**src/rtl/elastic_pipeline_stage.sv**
```systemverilog
// DEPTH series skid-buffer stages (main + skid each); DEPTH cycles latency, 1 beat/cycle, 2*DEPTH beats of storage.
// Backpressure stops one stage per cycle; in_ready is ~skid_v[0], a flop output, never combinational on out_ready.
module elastic_pipeline_stage #(
  parameter int WIDTH      = 32,
  parameter int DEPTH      = 1,
  parameter bit CLEAR_DATA = 1'b0
) (
  input  logic                           clk,
  input  logic                           rst,
  input  logic                           flush,
  input  logic                           in_valid,
  output logic                           in_ready,
  input  logic [WIDTH-1:0]               in_data,
  output logic                           out_valid,
  input  logic                           out_ready,
  output logic [WIDTH-1:0]               out_data,
  output logic [$clog2(2*DEPTH+1)-1:0]   occupancy
);

  localparam int OCC_W = $clog2(2*DEPTH+1);

  generate
    if (DEPTH < 1 || WIDTH < 1) begin : g_bad_param
      $error("elastic_pipeline_stage: DEPTH and WIDTH must both be >= 1");
    end
  endgenerate

  logic [DEPTH-1:0] main_v, skid_v;
  logic [DEPTH-1:0] main_v_nxt, skid_v_nxt;
  logic [WIDTH-1:0] main_d     [DEPTH];
  logic [WIDTH-1:0] skid_d     [DEPTH];
  logic [WIDTH-1:0] main_d_nxt [DEPTH];
  logic [WIDTH-1:0] skid_d_nxt [DEPTH];

  // Index k is what feeds stage k; index DEPTH is the pipe output.
  logic [DEPTH:0]   up_v;
  logic [WIDTH-1:0] up_d [DEPTH+1];
  // Index k is stage k's own ready; index DEPTH is the consumer.
  logic [DEPTH:0]   dn_rdy;

  logic [DEPTH-1:0] up_fire, dn_fire;
  logic             in_fire, out_fire;
  logic [OCC_W-1:0] occ_nxt;

  assign up_v   = {main_v, in_valid};
  assign dn_rdy = {out_ready, ~skid_v};

  always_comb begin
    up_d[0] = in_data;
    for (int k = 0; k < DEPTH; k++) begin
      up_d[k+1] = main_d[k];
    end
  end

  assign up_fire = up_v[DEPTH-1:0] & ~skid_v;
  assign dn_fire = main_v & dn_rdy[DEPTH:1];

  assign in_ready  = dn_rdy[0];
  assign out_valid = up_v[DEPTH];
  assign out_data  = up_d[DEPTH];
  assign in_fire   = in_valid & in_ready;
  assign out_fire  = out_valid & out_ready;

  always_comb begin
    main_v_nxt = main_v;
    skid_v_nxt = skid_v;
    for (int k = 0; k < DEPTH; k++) begin
      main_d_nxt[k] = main_d[k];
      skid_d_nxt[k] = skid_d[k];
    end

    for (int k = 0; k < DEPTH; k++) begin
      if (skid_v[k]) begin
        // Full stage: only drains, the skid beat slides into main.
        if (dn_fire[k]) begin
          main_d_nxt[k] = skid_d[k];
          skid_v_nxt[k] = 1'b0;
        end
      end else if (up_fire[k] && (!main_v[k] || dn_fire[k])) begin
        main_v_nxt[k] = 1'b1;
        main_d_nxt[k] = up_d[k];
      end else if (up_fire[k]) begin
        skid_v_nxt[k] = 1'b1;
        skid_d_nxt[k] = up_d[k];
      end else if (dn_fire[k]) begin
        main_v_nxt[k] = 1'b0;
      end
    end

    if (flush) begin
      main_v_nxt = '0;
      skid_v_nxt = '0;
      if (CLEAR_DATA) begin
        for (int k = 0; k < DEPTH; k++) begin
          main_d_nxt[k] = '0;
          skid_d_nxt[k] = '0;
        end
      end
    end
  end

  // Internal stage-to-stage moves never change the total, only the pipe ends do.
  always_comb begin
    occ_nxt = occupancy;
    if (flush) begin
      occ_nxt = '0;
    end else if (in_fire && !out_fire) begin
      occ_nxt = occupancy + OCC_W'(1);
    end else if (!in_fire && out_fire) begin
      occ_nxt = occupancy - OCC_W'(1);
    end
  end

  always_ff @(posedge clk or posedge rst) begin
    if (rst) begin
      main_v    <= '0;
      skid_v    <= '0;
      occupancy <= '0;
    end else begin
      main_v    <= main_v_nxt;
      skid_v    <= skid_v_nxt;
      occupancy <= occ_nxt;
    end
  end

  generate
    if (CLEAR_DATA) begin : g_data_rst
      always_ff @(posedge clk or posedge rst) begin
        if (rst) begin
          for (int k = 0; k < DEPTH; k++) begin
            main_d[k] <= '0;
            skid_d[k] <= '0;
          end
        end else begin
          for (int k = 0; k < DEPTH; k++) begin
            main_d[k] <= main_d_nxt[k];
            skid_d[k] <= skid_d_nxt[k];
          end
        end
      end
    end else begin : g_data_norst
      always_ff @(posedge clk) begin
        for (int k = 0; k < DEPTH; k++) begin
          main_d[k] <= main_d_nxt[k];
          skid_d[k] <= skid_d_nxt[k];
        end
      end
    end
  endgenerate

endmodule
```
**config.mk**
```make
export PLATFORM = sky130hd
export DESIGN_NAME = elastic_pipeline_stage
export DESIGN_NICKNAME = d
export VERILOG_FILES = /design/src/rtl/elastic_pipeline_stage.sv
export SDC_FILE = /design/constraint.sdc
export NUM_CORES = 1
export LEC_CHECK = 0
export ABC_AREA = 1
export CORE_ASPECT_RATIO = 2
export CORE_MARGIN = 4
export CORE_UTILIZATION = 40
export CTS_BUF_LIST = sky130_fd_sc_hd__clkbuf_16
export DETAILED_ROUTE_END_ITERATION = 10
export PLACE_DENSITY = 0.81
export SLEW_MARGIN = 10
export SYNTH_ARGS = -nofsm -noshare
export SYNTH_HDL_FRONTEND = slang
export SYNTH_SLANG_ARGS = --single-unit
```
**constraint.sdc**
```tcl
create_clock -name clk -period 2.35 [get_ports clk]
set_clock_uncertainty 0.1 [all_clocks]
set_input_delay 0.5875 -clock clk [delete_from_list [all_inputs] [get_ports clk]]
set_output_delay 0.5875 -clock clk [all_outputs]
set_load 0.02 [all_outputs]
```
==> impl_metrics.tcl, run 1 <==
set metrics [dict create \
    grt_use_met1_pct 14.4 \
    ys_ff_latch 68 \
    rsz0062_at_grt "false" \
    cts_hold_buf 0 \
    cp.arrival_ps 1410 \
    worstMarginPinSlew_ps 376 \
    setup_violations 0 \
    internal_power_w 0.00228 \
    gr-usage-all-layers_pct 14.7 \
    slew_violations 0 \
    antenna_found_initial 0 \
    post_cts.repair.setup_buffers 0 \
    grt-busiest-layer "met2" \
    clk_latency_ps 330 \
    grt_pass1_vias 1752 \
    overflow 0 \
    syn_area_um2 2610 \
    syn-mean-instance-area_um2 12.4 \
    drc 0 \
    routed_wl_um 5500 \
    p_clk_share_pct 39.3 \
    peakVddDrop_mv 0.398 \
    ant_nets 0 \
    die-area_um2 7960 \
    fin_total_pwr_w 0.00297 \
    synth_fp_nets 248 \
    drt_iter0_drc 85 \
    final_cell_mix "nand2_1, clkdlybuf4s50_1, edfxtp_1, inv_1, clkbuf_16" \
    ys_seq_area_share_pct 77.5 \
    ff2ff_setup_slack_ps 560 \
    setup_tns_ps 0 \
    drtPass1Iterations 4 \
    cts_root_buffer "clkbuf_16" \
    start_util_pct 41.3 \
    diodes 0 \
    ys_warn_count 0 \
    synth_cells 211 \
    cts_sinks 68 \
    crit_required_ps 1660 \
    area_growth_syn_to_layout_pct 42.9 \
    cp-start-kind "register" \
    layout-drive-gt1-share_pct 8.78 \
    swShare_pct 23.2 \
    cts_resized 0 \
    hp-class "in2async" \
    timing.rr.start "skid_v" \
    cts.clk_slew.worst_paths_ps 50 \
    r2r.worst_path.cells 5 \
    fillers 503 \
    nNetsFinal 328 \
    grt_use_met3_pct 5.49 \
    leakagePower_nw 1.48 \
    chipWidth_um 65.1 \
    io-pin-count 73 \
    clockBufferDepth 2 \
    htreeDepth 3 \
    die_h_um 122 \
    path_class "reg2out" \
    grt_max_degree 36 \
    finalWeightedCongestion 0.754 \
    final_common_cell "nand2_1" \
    grt_pass1_wl_um 8400 \
    fin_crit_sh_pct 89.0 \
    end_kind "output port" \
    power.density_nw_per_um2 798 \
    cap_violations 0 \
    gr-usage-met2_pct 25.0 \
    portBuffers 72 \
    r2r_end "main_d[0][20]" \
    final_hold_viol_count 0 \
    combPwrFrac_pct 12.5 \
    fmax_mhz 478 \
    wl_per_cell_um 14.4 \
    rows 41 \
    seq_power_share_pct 48.3 \
    switchingPower_w 0.000691 \
    cts_inserted_buffers 9 \
    status "complete, no violations" \
    cts_tree "yes" \
    fin_crit_ps 2090 \
    via_per_inst 4.57 \
    dp_hpwl_um 3670 \
    synth_cell_types 14 \
    vias 1744 \
    placeableCoreArea_um2 6310 \
    crit_fanout 2 \
    relSlewSlack_pct 75.0 \
]
==> worst max-delay path by stage <==
| stage | slack, ps | cells after the start | startpoint | endpoint |
|---|---|---|---|---|
| 6_report | 260 | 2 | skid_v | in_ready |
| 3_5_place_dp | 130 | 5 | out_ready | skid_d[0][2] |
| 2_1_floorplan | 160 | 3 | out_ready | skid_d[0][0] |
| 3_3_place_gp | 180 | 6 | in_valid | main_d[0][3] |
| 4_1_cts | 240 | 2 | skid_v | in_ready |
| 5_1_grt | 220 | 2 | skid_v | in_ready |
==> stage by stage <==
step / worst slack [ps] / utilization, % / hold slack, ps / instances / instance area, um^2
5_1_grt: 222 / 59.1 / 363 / 382 / 3730
6_report: 257 / 59.1 / 348 / 382 / 3730
3_5_place_dp: 135 / 54.9 / 402 / 366 / 3470
4_1_cts: 238 / 59.1 / 340 / 382 / 3730
2_1_floorplan: 156 / - / 254 / 211 / 2610
3_3_place_gp: 183 / 54.9 / 399 / 366 / 3470
==> final cells by class <==
type                       instances  area (um^2)  area share [%]
timing repair buffer              76          776            20.8
sequential                        68         2020            54.2
clock buffer                       9          225            6.04
clock inverter                     7         36.3           0.973
tap                               86          108            2.89
multi-input combinational        128          526            14.1
inverter                           8         35.0           0.940
==> flip-flops by register name (all words and copies together) (netlist names) <==
signal and flops:
skid_v 1, out_valid 1, main_d 32, occupancy 2, skid_d 32
==> synth_stat cells (all sizes together) <==
| cell type | instances | area share [%] |
|---|---|---|
| nor3 | 1 | 0.19 |
| inv | 8 | 1.3 |
| nand2 | 115 | 17 |
| dfrtp | 4 | 3.8 |
| buf | 7 | 1.6 |
| nand3b | 1 | 0.29 |
| nor2 | 7 | 1.2 |
| a21oi | 4 | 0.77 |
| edfxtp | 64 | 74 |
==> critical path, stage by stage, from the launching register on <==
cell and delay [ps]:
dfrtp_1 420, inv_6 60, clkdlybuf4s50_1 590
==> power by group through the flow <==
stage	combinational [W]	clock [W]	sequential (W)
final	0.000371	0.00117	0.00143
after detailed placement	0.000372	0	0.00146
after global placement	0.000362	0	0.00146
after floorplan	0.000101	0	0.00152
after CTS	0.000375	0.00119	0.00144
after global routing	0.000399	0.00124	0.00144
==> kinds of logic (layout without fill, tap and decap cells) <==
group / count (synthesis) / after routing / synth area share, %
and+or+nand+nor: 124 / 124 / 18.8
AOI/OAI and AO/OA: 4 / 4 / 0.767
DFF: 68 / 68 / 77.5
buffers and inverters: 15 / 100 / 2.93
==> routing by layer <==
layer,vias up,share of wire (%)
met5,-,0
met3,15,5.5
met1,821,36
li1,856,-
met2,52,54
met4,0,4.5
(Power assumes the default switching activity.)
==> run 2: changes to the inputs <==
CAP_MARGIN = 40   (was unset)
==> results of run 2 <==
Same layout as run 1: the final DEF is identical, and so are final timing and power.
==> run 3: changes to the inputs <==
CORE_UTILIZATION = 43   (was 40)
PLACE_DENSITY = 0.86   (was 0.81)
==> run 3 against run 2 <==
Against the previous run:
- via count down 0.63%
- global-route usage up 0.35 points
- setup slack lost 1.4 ps
- maximum frequency barely moved
- sequential cell count is the same
- register-to-register slack is essentially flat
- hold slack better by 0.91 ps
- die area fell by 6.3%
- critical endpoint unchanged
- largest power group unchanged
- highest routed layer unchanged
==> impl_metrics.tcl, run 3 (synthesis gave the netlist of run 1 again) <==
set metrics [dict create \
    crit_required_ps 1660 \
    drtPass1Iterations 4 \
    die-area_um2 7450 \
    status "complete, no violations" \
    switchingPower_w 0.000674 \
    gr-usage-met2_pct 27.3 \
    path_buf_inv 2 \
    die_h_um 118 \
    setup_tns_ps 0 \
    ant_nets 0 \
    worstPathCellList "inv_6, clkdlybuf4s50_1" \
    area_growth_syn_to_layout_pct 42.5 \
    io-pin-count 73 \
    vias 1733 \
    grt_pass1_wl_um 8480 \
    cp_slowest_cell "clkdlybuf4s50_1" \
    swShare_pct 22.0 \
    start_util_pct 44.9 \
    internal_power_w 0.00239 \
    overflow 0 \
    fin_util_pct 64.0 \
    grt_pass1_vias 1794 \
    layout-drive-gt1-share_pct 8.78 \
    stdcell_area_um2 3720 \
    fin_crit_ps 2090 \
    cap_violations 0 \
    fin_crit_sh_pct 89.1 \
    crit_fanout 2 \
    antenna_found_initial 0 \
    leakagePower_nw 1.49 \
    cp_top_family "buffers and inverters" \
    power.density_nw_per_um2 824 \
    portBuffers 72 \
    final_hold_viol_count 0 \
    grt_use_met1_pct 14.3 \
    grt_use_met3_pct 3.98 \
    post_cts.repair.setup_buffers 0 \
    rsz0062_at_grt "false" \
    cts_hold_buf 0 \
    cpPeakStageDelay_ps 590 \
    final_cell_mix "nand2_1, clkdlybuf4s50_1, edfxtp_1, clkbuf_16, inv_1" \
    worstSetupStartpoint "skid_v" \
    final_common_cell "nand2_1" \
    finalWeightedCongestion 0.710 \
    cts_sinks 68 \
    fmax_mhz 478 \
    hp-class "in2async" \
    cts_inserted_buffers 9 \
    htreeDepth 3 \
    grt-busiest-layer "met2" \
    place_area_um2 3430 \
    fillers 419 \
    drt_iter0_drc 78 \
    timing.rr.start "skid_v" \
    grt_max_degree 36 \
    via_per_inst 4.85 \
    cts_tree "yes" \
    rows 39 \
    placeableCoreArea_um2 5810 \
    cts_root_buffer "clkbuf_16" \
    worstMarginPinSlew_ps 366 \
    routed_wl_um 5370 \
    nNetsFinal 328 \
    path_class "reg2out" \
    fin_ws_ps 256 \
    relSlewSlack_pct 75.6 \
    end_kind "output port" \
    dp_hpwl_um 3620 \
    cts.clk_slew.worst_paths_ps 50 \
    dp_worst_setup_slack_ps 144 \
    combPwrFrac_pct 12.1 \
    drc 0 \
    largestRegisters "main_d x32, skid_d x32, occupancy x2" \
    setup_violations 0 \
    seq_power_share_pct 46.8 \
    clk_latency_ps 330 \
    slew_violations 0 \
    cts_resized 0 \
    diodes 0 \
    wl_per_cell_um 15.0 \
    clockBufferDepth 2 \
    p_clk_share_pct 41.1 \
    chipWidth_um 63.1 \
    cp.arrival_ps 1410 \
    gr-usage-all-layers_pct 15.1 \
    peakVddDrop_mv 0.600 \
    cp-start-kind "register" \
]
[run 3: cell count changes in the layout (fill, tap and decap cells not counted)]
cell        before  now
inv_1            9    8
clkinv_1         1    2
clkinvlp_4       2    1
bufinv_16        0    1
[run 3: layer usage]
| layer | share of wire [%] | up-vias |
|---|---|---|
| met5 | 0 | - |
| met4 | 3.3 | 0 |
| met3 | 5.0 | 11 |
| met2 | 56 | 48 |
| met1 | 36 | 815 |
| li1 | - | 859 |
[run 3: per-stage QoR]
step | cells | total power (W) | hold slack [ps]
5_1_grt | 357 | 0.00317 | 361
3_3_place_gp | 341 | 0.00182 | 397
4_1_cts | 357 | 0.00310 | 342
3_5_place_dp | 341 | 0.00183 | 401
2_1_floorplan | 211 | 0.00162 | 254
6_report | 357 | 0.00306 | 349
[run 3: power groups by stage]
stage	Combinational (W)	Sequential [W]	Clock [W]
floorplan	0.000101	0.00152	0
global placement	0.000360	0.00146	0
detailed placement	0.000372	0.00146	0
CTS	0.000375	0.00143	0.00129
global route	0.000398	0.00144	0.00134
finish	0.000370	0.00143	0.00126
[run 3: cell type report]
cell class / instances / area, um^2 / share of cell area, %
clock inverter: 7 / 58.8 / 1.58
inverter: 8 / 35.0 / 0.942
multi-input combinational: 128 / 526 / 14.1
timing repair buffer: 76 / 776 / 20.9
clock buffer: 9 / 225 / 6.06
tap: 61 / 76.3 / 2.05
sequential: 68 / 2020 / 54.4
[run 3: final timing paths]
| path | endpoint | slack (ps) | depth (start not counted) |
|---|---|---|---|
| setup / recovery | in_ready | 260 | 2 |
| hold / removal | skid_v | 350 | 2 |
| setup reg to reg | main_d[0][2] | 560 | 5 |
| hold reg to reg | main_d[0][2] | 410 | 2 |
| max in group asynchronous | occupancy[1] | 1640 | 2 |
| min in group clk | main_d[0][2] | 410 | 2 |
